## src/rtl/conv_window_sequencer.sv

```systemverilog
// Feeds a 3x3 kernel engine from a raster pixel stream: two line buffers plus a 3x3 window,
// each interior window serialised as 9 samples, engine result handed downstream.
module conv_window_sequencer #(
    parameter int IMG_W = 32,
    parameter int IMG_H = 32
) (
    input  logic       clk,
    input  logic       rst_n,
    input  logic       pix_valid,
    input  logic [7:0] pix_data,
    output logic       pix_ready,
    output logic       kern_en,
    output logic [7:0] kern_data,
    input  logic       kern_done,
    input  logic [7:0] kern_result,
    output logic       out_valid,
    output logic [7:0] out_data,
    input  logic       out_ready,
    output logic       frame_done,
    output logic       err
);

    localparam int XW = $clog2(IMG_W);
    localparam int YW = $clog2(IMG_H);
    localparam logic [XW-1:0] X_LAST = XW'(IMG_W - 1);
    localparam logic [YW-1:0] Y_LAST = YW'(IMG_H - 1);

    typedef enum logic [2:0] {SYNC, ACCEPT, FEED, WAIT, OUT} state_t;

    state_t        state, next_state;
    logic [XW-1:0] x;
    logic [YW-1:0] y;
    logic [3:0]    cnt;
    logic [7:0]    line0 [IMG_W];
    logic [7:0]    line1 [IMG_W];
    logic [7:0]    win   [9];
    logic          accept;
    logic          interior;

    assign accept   = (state == ACCEPT) && pix_valid;
    assign interior = (x >= XW'(2)) && (y >= YW'(2));

    always_ff @(posedge clk or negedge rst_n) begin
        if (!rst_n) state <= SYNC;
        else        state <= next_state;
    end

    always_comb begin
        next_state = state;
        unique case (state)
            SYNC:    if (kern_done) next_state = ACCEPT;
            ACCEPT:  if (pix_valid && interior) next_state = FEED;
            FEED:    if (cnt == 4'd8) next_state = WAIT;
            WAIT:    next_state = kern_done ? OUT : SYNC;
            OUT:     if (out_ready) next_state = ACCEPT;
            default: next_state = SYNC;
        endcase
    end

    // SYNC clocks the engine until it reports window start; gated so reset forces kern_en low
    always_comb begin
        pix_ready = 1'b0;
        kern_en   = 1'b0;
        kern_data = 8'd0;
        unique case (state)
            SYNC:    kern_en = rst_n & ~kern_done;
            ACCEPT:  pix_ready = 1'b1;
            FEED: begin
                kern_en   = 1'b1;
                kern_data = win[cnt];
            end
            default: ;
        endcase
    end

    // Line RAMs hold rows y-2 (line0) and y-1 (line1) for every column
    always_ff @(posedge clk) begin
        if (accept) begin
            line0[x] <= line1[x];
            line1[x] <= pix_data;
        end
    end

    always_ff @(posedge clk or negedge rst_n) begin
        if (!rst_n) begin
            x          <= '0;
            y          <= '0;
            cnt        <= 4'd0;
            out_valid  <= 1'b0;
            out_data   <= 8'd0;
            frame_done <= 1'b0;
            err        <= 1'b0;
            for (int i = 0; i < 9; i++) win[i] <= 8'd0;
        end else begin
            frame_done <= 1'b0;
            if (accept) begin
                for (int r = 0; r < 3; r++) begin
                    win[r*3]     <= win[r*3 + 1];
                    win[r*3 + 1] <= win[r*3 + 2];
                end
                win[2] <= line0[x];
                win[5] <= line1[x];
                win[8] <= pix_data;
                if (x == X_LAST) begin
                    x <= '0;
                    y <= (y == Y_LAST) ? '0 : y + YW'(1);
                end else begin
                    x <= x + XW'(1);
                end
            end
            cnt <= (state == FEED && cnt != 4'd8) ? cnt + 4'd1 : 4'd0;
            if (state == WAIT) begin
                if (kern_done) begin
                    out_valid <= 1'b1;
                    out_data  <= kern_result;
                end else begin
                    err <= 1'b1;
                end
            end
            // x,y have already wrapped when the frame's last result leaves
            if (state == OUT && out_ready) begin
                out_valid  <= 1'b0;
                frame_done <= (x == '0) && (y == '0);
            end
        end
    end

endmodule

```

## config.mk

```make
export PLATFORM = sky130hd
export DESIGN_NAME = conv_window_sequencer
export DESIGN_NICKNAME = d
export VERILOG_FILES = /design/src/rtl/conv_window_sequencer.sv
export SDC_FILE = /design/constraint.sdc
export NUM_CORES = 1
export LEC_CHECK = 0
export BUFFER_PORTS_ARGS = -buffer_cell sky130_fd_sc_hd__buf_4
export CAP_MARGIN = 20
export CORE_MARGIN = 2
export CORE_UTILIZATION = 53
export DETAILED_ROUTE_END_ITERATION = 10
export HOLD_SLACK_MARGIN = 0.08
export PLACE_DENSITY = 0.69
export RECOVER_POWER = 50
export SYNTH_ARGS = -nofsm -noshare
export SYNTH_HDL_FRONTEND = slang
export SYNTH_SLANG_ARGS = --single-unit
```

## constraint.sdc

```tcl
create_clock -name clk -period 3.3 [get_ports clk]
set_input_delay 0.33 -clock clk [delete_from_list [all_inputs] [get_ports clk]]
set_output_delay 0.33 -clock clk [all_outputs]
set_load 0.05 [all_outputs]
```

Word level (Yosys, flattened, before mapping)
Memory sizes are Yosys's and may differ from the RTL's. A register that Yosys moved wholly into a read port is not among the register bits.
Index checks and enable logic that the tools add are counted.
{ "classes": {"n_reduce_logical": 17, "addsub": 3, "n_mux": 21, "magnitude_cmp": 3, "bitwise": 3, "n_eq_ne": 12} }
{ "ops": {"columns": ["cell", "n"], "rows": [
  ["8-bit binary-select mux with 4-bit select", 1],
  ["8-bit 2-to-1 mux", 3],
  ["3-bit 2-to-1 mux", 5],
  ["3-bit one-hot mux with 5 select lines", 1],
  ["5-bit by 1-bit adder with 5-bit output (second input constant)", 2],
  ["5-bit equality test (second input constant)", 2],
  ["5-bit by 2-bit greater-or-equal comparator with 1-bit output (second input constant)", 2],
  ["5-bit logical NOT", 2],
  ["5-bit 2-to-1 mux", 2],
  ["2-bit AND reduction", 4],
  ["1-bit 2-to-1 mux", 7],
  ["3-bit by 2-bit equality test with 1-bit output (second input constant)", 2],
  ["1-bit logical AND", 6],
  ["2-bit != test (second input constant)", 3],
  ["5-bit greater-or-equal comparator (second input constant)", 1],
  ["4-bit NOT with 5-bit output", 1],
  ["4-bit by 1-bit adder with 4-bit output (second input constant)", 1],
  ["4-bit equality test (second input constant)", 1],
  ["4-bit 2-to-1 mux", 1],
  ["4-bit != test (second input constant)", 1],
  ["4-bit AND reduction", 1],
  ["2-bit nonzero test", 2],
  ["3-bit by 1-bit equality test with 1-bit output (second input constant)", 1],
  ["3-bit equality test (second input constant)", 1],
  ["6 further kinds", 6]
]} }
{ "totals": {"reg_bits": 92, "in_bits": 21, "elab_cells": 77, "n_memories": 2, "ramBits": 512} }
{ "mem_list": {"columns": ["name", "words", "word_bits", "rd", "rd_clocked_by_memory_dff", "write_ports", "line", "source"], "rows": [
  ["line0", 32, 8, 1, 1, 1, "34", "logic [7:0] line0 [IMG_W];"],
  ["line1", 32, 8, 1, 0, 1, "35", "logic [7:0] line1 [IMG_W];"]
]} }

Longest topological paths before layout
{ "logic_depth": {"depth_word": 5, "depth_mapped": 10, "ltp_nobuf": 7} }

Worst setup path before layout
No wires, ideal clock.
{ "synth_timing": {"path_type": "register to register", "startpoint": "register state[2]", "endpoint": "memory line0[28][0] (enable)", "stages_incl_launch_ff": 6, "t_arrival_ns": 3.628, "setup_slack_ns": -0.737, "required_time_ns": 2.891, "path_buffers": 2, "path_cell_list": "dfrtp_1 clkbuf_1 nor3b_1 nand2_1 clkbuf_1 nor3_1"} }
{ "synth_via": {"elab_chain_cells": 4} }
{ "synth_rtl": {"columns": ["element", "line", "source"], "rows": [
  ["start: declaration", "30", "state_t state, next_state;"],
  ["start signal: assignment", "45", "else state <= next_state;"],
  ["3-bit by 1-bit equality test with 1-bit output", "40", "assign accept = (state == ACCEPT) && pix_valid;"],
  ["1-bit logical AND", "40", null],
  ["1-bit 2-to-1 mux", "78", "if (accept) begin"],
  ["1-bit 2-to-1 mux (implied by the code)", "79", "line0[x] <= line1[x];"],
  ["end: declaration", "34", null]
]} }
No other way between the ends.

Worst setup path after layout
{ "layout_timing": {"startpoint": "register x[1]", "endpoint": "register win[24] in the netlist's numbering, read port of line1"} }
{ "layout_via": {"elab_chain_cells": 1} }
{ "layout_rtl": {"columns": ["element", "line", "source"], "rows": [
  ["start: declaration", "31", "logic [XW-1:0] x;"],
  ["start signal: assignment", "108", "x <= x + XW'(1);"],
  ["memory 32 x 8 bit", null, null],
  ["end: declaration", "36", "logic [7:0] win [9];"]
]} }
No other way between the ends.
A chain may end at the register's enable or synchronous reset.

==> results.json <==
{
  "status": "finished, violations left",
  "violations": "max-capacitance violations, max-slew violations",
  "finalWeightedCongestion": 0.844,
  "fin_skew_ns": 0.0108,
  "hpwlAfterDp_um": 35800,
  "drt_iter0_markers": 1541,
  "post-route-period-util_pct": 92.1,
  "post-route-min-period_ns": 3.04,
  "setup_ws_ns": 0.262,
  "cts_made_buffers": 59,
  "cp.required_ns": 3.80,
  "clk_path_buf_depth": 3,
  "placed_cells": 2139,
  "cpPeakStageDelay_ns": 0.76,
  "avgRoutedWirePerCell_um": 25.6,
  "maxCapViolCount": 9,
  "ys_seq_area_share_pct": 73.2,
  "fill_cells": 3320,
  "place_ws_ns": 0.335,
  "worstSetupEndpointType": "flip-flop",
  "grt_max_degree": 60,
  "die_h_um": 219,
  "hold_path.class": "input port to async pin",
  "synth_top_area_cell": "edfxtp_1",
  "avgSynthCellArea_um2": 16.4,
  "async_reset_ff_share_pct": 16.3,
  "cts_tree": "yes",
  "syn_inst": 1489,
  "drt_first_pass_iters": 5,
  "tightest_slew_ns": 1.84,
  "track_usage_pct": 24.9,
  "critPathMaxFanout": 33,
  "clock_latency_ns": 0.62,
  "routed_wl_um": 57700,
  "first_global_vias": 13600,
  "initial_core_util_pct": 53.8,
  "grt_first_pass_wirelength_um": 86900,
  "p_leak_nw": 9.93,
  "num_vias": 13700,
  "area_delta_synth_final_pct": 13.4,
  "rr_endpoint": "win[24]",
  "die_w_um": 219,
  "portBuffers": 41,
  "synth_cell_types": 62,
  "holdBufCountCts": 11,
  "ant_nets": 0,
  "cpMostUsedCell": "buf_4",
  "path_class": "flip-flop to flip-flop",
  "crit_path_start_kind": "flip-flop",
  "clock_sinks": 612,
  "fin_cells": 2257,
  "final_hold_viol_count": 0,
  "ys.warnings.count": 0,
  "rows": 78,
  "vias_per_cell": 6.09,
  "r2r-start": "x[1]",
  "synth_area_leaders": "edfxtp_1, dfrtp_1, mux2i_1, mux4_2, nand2_1",
  "peakVddDrop_mv": 0.557,
  "rsz0062_at_grt": "no",
  "mostFrequentLayoutCell": "edfxtp_1",
  "critPathArrivalTime_ns": 3.54,
  "cts_root_buf": "clkbuf_16",
  "relSlewSlack_pct": -22.6,
  "finalPower_w": 0.0244,
  "maxSlewViolCount": 333,
  "antenna_found_initial": 0,
  "cp_cell_sequence": "buf_4 -> mux2i_1 -> o22ai_1 -> nor4_1 -> nand2_1 -> buf_4 -> mux2_2",
  "htreeDepth": 2,
  "path_buf_inv": 2,
  "post-cts-setup-buffers": 0,
  "drcViolationCount": 0,
  "regArea_um2": 17900,
  "synthesis.nets": 1521,
  "multiInputGateArea_um2": 6060,
  "setup_violations": 0,
  "tns_ns": 0,
  "drive_above_1_share_pct": 16.0,
  "max_freq_mhz": 329,
  "synth_top_cell_area_share_pct": 63.0,
  "r2r_slack_ns": 0.26,
  "fin_util_pct": 61.0,
  "r2r_cells": 7,
  "synth_area_um2": 24400,
  "synth_edf_count": 512,
  "cts.clk_slew.worst_paths_ns": 0.06,
  "io_pins": 42,
  "final_cell_mix": "edfxtp_1, nand2_1, mux2i_1, dfrtp_1, buf_4",
  "crit_slowest_cell": "dfrtp_4",
  "die_area_um2": 47800,
  "cts_resized": 0,
  "critPathTopFamily": "simple AND/OR/NAND/NOR gates",
  "core-area_um2": 45400,
  "powerDensity_nw_per_um2": 881,
  "nets": 1643,
  "ys_seq_elements": 612,
  "synthFlopType": "edfxtp_1",
  "grt_overflow_total": 0
}
==> synthesized netlist by cell type (all sizes together) (12+ instances only) <==
| cell | n |
|---|---|
| o22ai | 78 |
| nor3 | 12 |
| o21ai | 12 |
| mux2i | 180 |
| nor2 | 63 |
| buf | 61 |
| mux2 | 19 |
| dfrtp | 100 |
| clkbuf | 22 |
| nand2 | 214 |
| edfxtp | 512 |
| nor4 | 18 |
| mux4 | 53 |
| a21oi | 21 |
==> sequential cells by signal (all words and copies together) (netlist names), 3 cells and up <==
name / count
cnt: 4
line0: 256
line1: 256
out_data: 8
state: 3
win: 72
x: 5
y: 5
==> logic make-up after synthesis <==
group	synth area share (%)
buf+inv	2.02
xor+xnor	0.108
mux	13.2
simple gates	6.73
flops	73.2
compound gates	4.18
fa+ha+maj	0.564
==> metrics by stage <==
| step | cell area, µm² | hold WS, ns |
|---|---|---|
| after global routing | 27700 | 0.286 |
| after global placement | 25900 | 0.361 |
| after floorplan | 24400 | 0.0344 |
| after CTS | 27900 | 0.128 |
| final | 27700 | 0.254 |
| after detailed placement | 25900 | 0.363 |
==> worst max path at each step <==
stage / start / end / cells after the start
final: x[1] / win[24] / 7
after global placement: x[1] / win[30] / 7
after global routing: x[1] / win[24] / 7
after CTS: cnt[1] / kern_data[7] / 6
after floorplan: state[2] / line0[28][0] / 5
after detailed placement: x[1] / win[24] / 7
==> power breakdown <==
part	internal (W)	switching, W
sequential	0.0102	0.000660
combinational	0.00264	0.00437
clock	0.00376	0.00276
total	0.0166	0.00779
==> layer usage <==
metal	GRT usage (%)	part of all wire, %
met4	8.07	2.8
met5	0	0
met2	40.4	49
met1	34.7	41
met3	3.81	7.0
==> area by class of cell <==
class | count | share of cell area (%)
Sequential cell | 612 | 64.6
Multi-Input combinational cell | 783 | 21.9
Clock buffer | 78 | 5.78
Timing Repair Buffer | 144 | 4.00
Tap cell | 600 | 2.71
Clock inverter | 28 | 0.904
Inverter | 11 | 0.149
Antenna cell | 1 | 0.00904
No activity file was read; power rests on OpenSTA's default activity.
